[src/rtl/grf_writeback.sv]
// Write-back stage: decodes the W instruction, commits to the 32x32 GPR file,
// serves two D-stage read ports with same-cycle bypass, and traces commits.
module grf_writeback (
    input  logic        clk,
    input  logic        reset,
    input  logic [31:0] W_instr,
    input  logic [31:0] W_pc,
    input  logic [31:0] W_alu,
    input  logic [31:0] W_dm,
    input  logic [4:0]  D_ra1,
    input  logic [4:0]  D_ra2,
    output logic [31:0] D_rd1,
    output logic [31:0] D_rd2,
    output logic [4:0]  W_wa,
    output logic [31:0] W_wd,
    output logic        commit_valid,
    output logic [31:0] commit_pc,
    output logic [4:0]  commit_reg,
    output logic [31:0] commit_data,
    output logic [31:0] retired
);

    logic [31:0] regs [32];
    logic [5:0]  op;
    logic [5:0]  funct;
    logic [4:0]  dest;
    logic [31:0] data;
    logic        we;

    assign op    = W_instr[31:26];
    assign funct = W_instr[5:0];

    always_comb begin
        dest = '0;
        data = '0;
        // an all-zero word is a bubble even though it decodes as sll
        if (W_instr != '0) begin
            case (op)
                6'h00: begin
                    if (funct == 6'h21 || funct == 6'h23) begin
                        dest = W_instr[15:11];
                        data = W_alu;
                    end
                end
                6'h0d, 6'h0f: begin
                    dest = W_instr[20:16];
                    data = W_alu;
                end
                6'h23: begin
                    dest = W_instr[20:16];
                    data = W_dm;
                end
                6'h03: begin
                    dest = 5'd31;
                    data = W_pc + 32'd8;
                end
                default: begin
                    dest = '0;
                    data = '0;
                end
            endcase
        end
    end

    assign we   = (dest != '0);
    assign W_wa = dest;
    assign W_wd = we ? data : '0;

    function automatic logic [31:0] read_port(input logic [4:0] ra);
        logic [31:0] v;
        if (ra == '0)
            v = '0;
        else if (we && ra == W_wa)
            v = W_wd;
        else
            v = regs[ra];
        return v;
    endfunction

    always_comb begin
        D_rd1 = read_port(D_ra1);
        D_rd2 = read_port(D_ra2);
    end

    always_ff @(posedge clk) begin
        if (!reset) begin
            for (int i = 0; i < 32; i++)
                regs[i] <= '0;
            commit_valid <= 1'b0;
            commit_pc    <= '0;
            commit_reg   <= '0;
            commit_data  <= '0;
            retired      <= '0;
        end else begin
            if (we)
                regs[W_wa] <= W_wd;
            commit_valid <= we;
            commit_pc    <= we ? W_pc : '0;
            commit_reg   <= W_wa;
            commit_data  <= W_wd;
            if (W_instr != '0)
                retired <= retired + 32'd1;
        end
    end

endmodule

[config.mk]
export PLATFORM = sky130hd
export DESIGN_NAME = grf_writeback
export DESIGN_NICKNAME = d
export VERILOG_FILES = /design/src/rtl/grf_writeback.sv
export SDC_FILE = /design/constraint.sdc
export NUM_CORES = 2
export LEC_CHECK = 0
export CORE_MARGIN = 5
export CORE_UTILIZATION = 53
export CTS_CLUSTER_SIZE = 12
export DETAILED_ROUTE_END_ITERATION = 6
export PLACE_DENSITY = 0.69
export SLEW_MARGIN = 20
export SYNTH_ARGS = -nofsm -noshare
export SYNTH_HDL_FRONTEND = slang
export SYNTH_SLANG_ARGS = --single-unit
[constraint.sdc]
create_clock -name clk -period 7.4 [get_ports clk]
set_clock_uncertainty 0.2 [all_clocks]
set_input_delay 2.22 -clock clk [delete_from_list [all_inputs] [get_ports clk]]
set_output_delay 2.22 -clock clk [all_outputs]
set_load 0.01 [all_outputs]
== After elaboration in Yosys (flattened, before gate mapping) ==
Memory sizes are Yosys's and may differ from the RTL's.
Cells that the tools add are included.
Storage, ports and cells
  flip-flop bits (word level): 102
  input bits: 140
  latch bits: 0
  ROM bits: 0
  output and inout port bits: 203
  memories: 1
  memory bits (writable): 1024
Cells by class
  mux-type cells: 18
  equality and inequality tests: 8
  bitwise gates (word level): 0
  multipliers: 0
  $lt $le $gt $ge: 0
  shift operators: 0
  divide/modulo/power cells: 0
  reductions and logical operators: 12
  add/subtract/negate cells: 2
Memories
  regs: words 32, width 32, read ports 2, clocked after Yosys merged registers in 0, write ports 32, line 23  | logic [31:0] regs [32];
Operator list (count)
  32-bit two-way mux: 8
  32-bit case mux with 4 select lines: 1
  32-bit by 1-bit adder with 32-bit output (second input constant): 1
  32-bit by 4-bit adder with 32-bit output (second input constant): 1
  32-bit nonzero test: 1
  32-bit OR reduction: 1
  6-bit equality test (second input constant): 3
  5-bit two-way mux: 3
  5-bit case mux with 3 select lines: 1
  6-bit by 4-bit equality test with 1-bit output (second input constant): 2
  5-bit equality test: 2
  5-bit logical NOT: 2
  6-bit by 2-bit equality test with 1-bit output (second input constant): 1
  6-bit logical NOT: 1
  1-bit two-way mux: 5
  5-bit nonzero test: 1
  3-bit OR reduction: 1
  1-bit logical AND: 2
  2-bit AND reduction: 1
  2-bit OR reduction: 1
  1-bit logical OR: 1

== Logic depth before layout (Yosys ltp) ==
  depth after elaboration: 11
  mapped depth: 11
  mapped depth without buffers: 7

== Worst setup path after synthesis ==
OpenSTA, ideal clock, no wires.
  kind: in2out
  start: input W_instr[29]
  end: output D_rd1[23]
  setup slack: 0.585 ns
  data arrival time: 4.395 ns
  stages: 11
  data required time: 4.980 ns
  cell sequence: nor4_2 -> and3_1 -> buf_2 -> buf_4 -> buf_4 -> o31ai_1 -> a22oi_1 -> and4_1 -> buf_2 -> buf_4 -> mux2_1
Between the ends
  longest elaborated chain between the ends: 8
  elaborated cells on any way between the ends: 18
  those cells by class: 5 x eq/ne; 7 x mux; 6 x reduce/logical
Ends and longest elaborated chain
  start, declared: line 6  | input logic [31:0] W_instr,
  6-bit equality test or 6-bit by 4-bit equality test with 1-bit output (tied branches): line 38  | case (op)
  3-bit OR reduction (no line)
  5-bit case mux with 3 select lines: line 38
  5-bit two-way mux: line 37  | if (W_instr != '0) begin
  5-bit nonzero test or 5-bit equality test (tied branches): line 65, 73
  32-bit two-way mux or 1-bit logical AND (tied branches): line 67, 73
  32-bit two-way mux *: line 73  | else if (we && ra == W_wa)
  32-bit two-way mux *: line 71  | if (ra == '0)
  end, declared: line 12  | output logic [31:0] D_rd1,
Mark *: on every way between the ends. The rest lies on a longest branch, timed or not.

== Final worst setup path ==
  start: input W_instr[0]
  end: output W_wd[7]
Between the ends
  longest elaborated chain between the ends: 7
  elaborated cells on any way between the ends: 12
  those cells by class: 2 x eq/ne; 7 x mux; 3 x reduce/logical
Ends and longest elaborated chain
  6-bit equality test: line 40  | if (funct == 6'h21 || funct == 6'h23) begin
  1-bit logical OR: line 40
  5-bit two-way mux: line 40
  5-bit case mux with 3 select lines: line 38
  5-bit two-way mux: line 37
  5-bit nonzero test: line 65  | assign we = (dest != '0);
  32-bit two-way mux *: line 67  | assign W_wd = we ? data : '0;
  end, declared: line 15  | output logic [31:0] W_wd,
Marked as above.

==> results.py <==
metrics = {
    "yosys": {
        "syn-cell-area_sq_mm": 0.0579,
        "ys.warnings.count": 0,
        "avgSynthCellArea_sq_um": 13.5,
        "synth-async-reset-ratio": 0,
        "yosysSeqAreaShare": 0.566,
        "synth_edf_count": 1024,
        "synth_cell_types": 62,
        "synth_ff_type": "edfxtp_1",
        "syn-instance-count": 4282,
        "ys_ff_latch": 1126,
    },
    "power": {
        "leakage_nw": 24.1,
        "p_int_w": 0.0115,
        "switching_share": 0.254,
        "pwr-share-clk": 0.377,
        "ir_drop_mv": 0.220,
        "powerDensity_mw_per_mm2": 216,
        "p_switching_w": 0.00392,
        "combPwrFrac": 0.145,
        "pwr-share-seq": 0.478,
    },
    "detailed_routing": {
        "route.layer.met1.wl_um": 79000,
        "vias_per_cell": 6.88,
        "top_layer_used": "met5",
        "drt_first_pass_iters": 6,
        "drtIter0Drc": 7409,
        "drc": 0,
        "vias": 44300,
        "wl_met3_um": 31800,
        "postRouteAntennaNets": 0,
        "drt_wl_total_um": 230000,
        "routedWlPerCell_um": 35.7,
        "met2_length_um": 103000,
    },
    "placed_design": {
        "place_area_sq_mm": 0.0673,
        "place.gp.congestion": 0.998,
        "dp_cells": 6165,
        "io_buffers": 342,
        "dpl.hpwl_um": 158000,
    },
    "critical_path": {
        "reg2reg_slack_ps": 4320,
        "rr_worst_depth": 5,
        "worst_r2r_endpoint": "retired[31]$_SDFFE_PN0N_",
        "reg2reg_from": "retired[7]$_SDFFE_PN0N_",
        "critical-path-slowest-cell": "clkdlybuf4s50_1",
        "cpPeakStageDelay_ps": 620,
        "crit_type": "input port to primary output",
        "critPathLaunch": "W_instr[0]",
        "crit_end": "W_wd[7]",
        "crit_path_cell_trace": "clkdlybuf4s50_1 > nor4bb_4 > and3_4 > or2_4 > buf_12 > a221o_1 > nand2_1 > buf_12 > inv_1 > clkdlybuf4s50_1",
        "path_max_fanout": 8,
        "arrival_ps": 4950,
        "required_ps": 4980,
        "critPathLaunchType": "input port",
        "worst_setup_path_end_kind": "primary output",
    },
    "sta": {
        "grt_setup_unrepaired": "yes",
        "hold_violations": 0,
        "min_period_over_period": 0.996,
        "setup_tns_ps": 0,
        "setup_viol": 0,
        "period_needed_ps": 7370,
        "report.final.slew_viol_count": 0,
        "fmax_mhz": 136,
        "tightest_slew_ps": 1230,
        "worst_slew_margin_rel": 0.181,
    },
    "clock_tree": {
        "cts-root-buf": "clkbuf_16",
        "cts_tree": "built",
        "cts_made_buffers": 119,
        "h-tree-depth": 3,
        "clkSlewWorstSetupHoldPaths_ps": 60,
        "cts_num_sinks": 1126,
        "clock_path_buffers": 3,
        "clk_latency_ps": 740,
    },
    "cells_and_area": {
        "fillers": 7966,
        "fin_area_sq_mm": 0.0716,
        "regMostFlops": "regs",
        "area_growth_pct": 23.6,
        "layout.nets": 5056,
        "layout-drive-gt1-share": 0.305,
        "largest_reg_flops": 1024,
        "stdcell_count": 6438,
    },
    "floorplan": {
        "core_sq_mm": 0.109,
        "die_width_um": 341,
        "initial_utilization": 0.533,
        "io_pins": 343,
        "dieArea_sq_mm": 0.116,
        "rows": 121,
        "fp.dieH_um": 341,
    },
    "status": {
        "status": "complete, no violations",
    },
    "global_routing": {
        "grt_max_degree": 83,
        "grt_pass1_vias": 43392,
        "grtUsageTotal": 0.389,
        "overflow": 0,
        "grt_pass1_wl_um": 320000,
        "antenna_found_initial": 15,
    },
    "worst_hold_path": {
        "hold_path.class": "flop to flop",
        "min_from": "retired[31]$_SDFFE_PN0N_",
    },
    "job": {
        "drv_cap": 0,
    },
}
[critical path: cells and delay by family]
family,cells,cell delay [ps]
AO/OA/AOI/OAI,1,310
buffers and inverters,5,1450
AND/OR/NAND/NOR,4,950
[area by class of cell]
class	instances	area (sq um)	area share
clock inverter	56	473	0.00661
tap	1414	1770	0.0247
antenna	8	20.0	0.000280
timing repair buffer	929	9400	0.131
inverter	56	213	0.00297
multi-input combinational	2682	23700	0.331
clock buffer	167	3240	0.0453
sequential	1126	32800	0.458
[logic make-up (layout without fill, tap and decap cells)]
kind of cell,count (synthesis),in the layout,share of synthesized area
AND/OR/NAND/NOR,1502,1502,0.110
flip-flops,1126,1126,0.566
multiplexers,733,733,0.239
buffers and inverters,505,1208,0.0360
AO/OA/AOI/OAI,377,377,0.0432
XOR/XNOR,36,36,0.00544
adder cells (fa/ha/maj),2,2,0.000432
other,1,40,0.0000647
[placed cells by master (no fill, tap or decap), types with 12 or more instances in the layout]
master / n
conb_1: 32
nand2_2: 48
nor2_1: 1064
a21oi_1: 51
a211oi_1: 43
o221ai_1: 20
mux4_2: 512
buf_4: 446
nand2_1: 63
clkinv_2: 23
dlygate4sd2_1: 32
or3_1: 34
inv_1: 52
nand4_1: 13
clkdlybuf4s50_1: 236
clkinv_1: 19
xnor2_1: 32
or4_1: 13
dfxtp_1: 102
nor4_1: 17
nand3_1: 65
o211ai_1: 26
o21ai_0: 49
edfxtp_1: 1024
buf_2: 24
nor2b_1: 40
a22oi_1: 17
and3_1: 31
o31ai_1: 12
mux2i_1: 132
clkbuf_16: 121
mux2_2: 79
buf_12: 138
clkbuf_1: 42
o22ai_1: 76
a31oi_1: 20
nor3_1: 55
clkbuf_2: 21
[worst min path at each step]
stage                                          end  cells past startpoint
final                     retired[31]$_SDFFE_PN0N_                      2
after global routing      retired[31]$_SDFFE_PN0N_                      2
after CTS                 retired[31]$_SDFFE_PN0N_                      2
after detailed placement  retired[31]$_SDFFE_PN0N_                      2
after global placement    retired[31]$_SDFFE_PN0N_                      2
after floorplan           retired[31]$_SDFFE_PN0N_                      2
[synth_stat cells (13+ instances only)]
master | number | share of area
nor2_1 | 1065 | 0.069
edfxtp_1 | 1024 | 0.53
mux4_2 | 512 | 0.20
clkbuf_1 | 287 | 0.019
mux2i_1 | 140 | 0.024
buf_2 | 120 | 0.010
nand2_1 | 114 | 0.0074
dfxtp_1 | 102 | 0.035
mux2_2 | 78 | 0.015
o22ai_1 | 76 | 0.0082
nand3_1 | 66 | 0.0057
a21oi_1 | 56 | 0.0048
nor3_1 | 56 | 0.0048
inv_1 | 54 | 0.0035
o21ai_0 | 54 | 0.0047
a211oi_1 | 45 | 0.0058
nor2b_1 | 40 | 0.0043
or3_1 | 35 | 0.0038
and3_1 | 32 | 0.0035
buf_1 | 32 | 0.0021
xnor2_1 | 32 | 0.0048
o211ai_1 | 26 | 0.0034
nor4_1 | 22 | 0.0024
a22oi_1 | 20 | 0.0026
a31oi_1 | 20 | 0.0022
o221ai_1 | 20 | 0.0030
or4_1 | 18 | 0.0023
nand4_1 | 13 | 0.0014
o31ai_1 | 13 | 0.0017
[power by group through the flow]
stage | logic [W] | registers [W] | clock network, W
global route | 0.00229 | 0.00741 | 0.00610
floorplan | 0.00108 | 0.00746 | 0
detailed placement | 0.00220 | 0.00751 | 0
finish | 0.00225 | 0.00739 | 0.00583
CTS | 0.00219 | 0.00738 | 0.00584
global placement | 0.00220 | 0.00747 | 0
[routing by layer]
metal	global-route usage	vias to the layer above
met2	0.592	3607
li1	-	17589
met5	0	-
met1	0.507	22364
met4	0.208	6
met3	0.120	734
[repair_timing]
item	CTS	global route
hold endpoints to repair	0	0
pin swaps	16	21
resized for setup	197	100
gates cloned	2	0
hold buffers	0	0
setup buffers	21	19
setup endpoints to repair	95	62
[stage by stage]
step,setup WS (ps),hold WS (ps),power (W),utilization
finish,29.6,289,0.0155,0.659
global route,-14.0,308,0.0158,0.659
CTS,-57.1,286,0.0154,0.657
detailed placement,-630,277,0.00971,0.620
global placement,-607,264,0.00967,0.620
floorplan,585,296,0.00853,-
No activity file was read; power rests on OpenSTA's default activity.
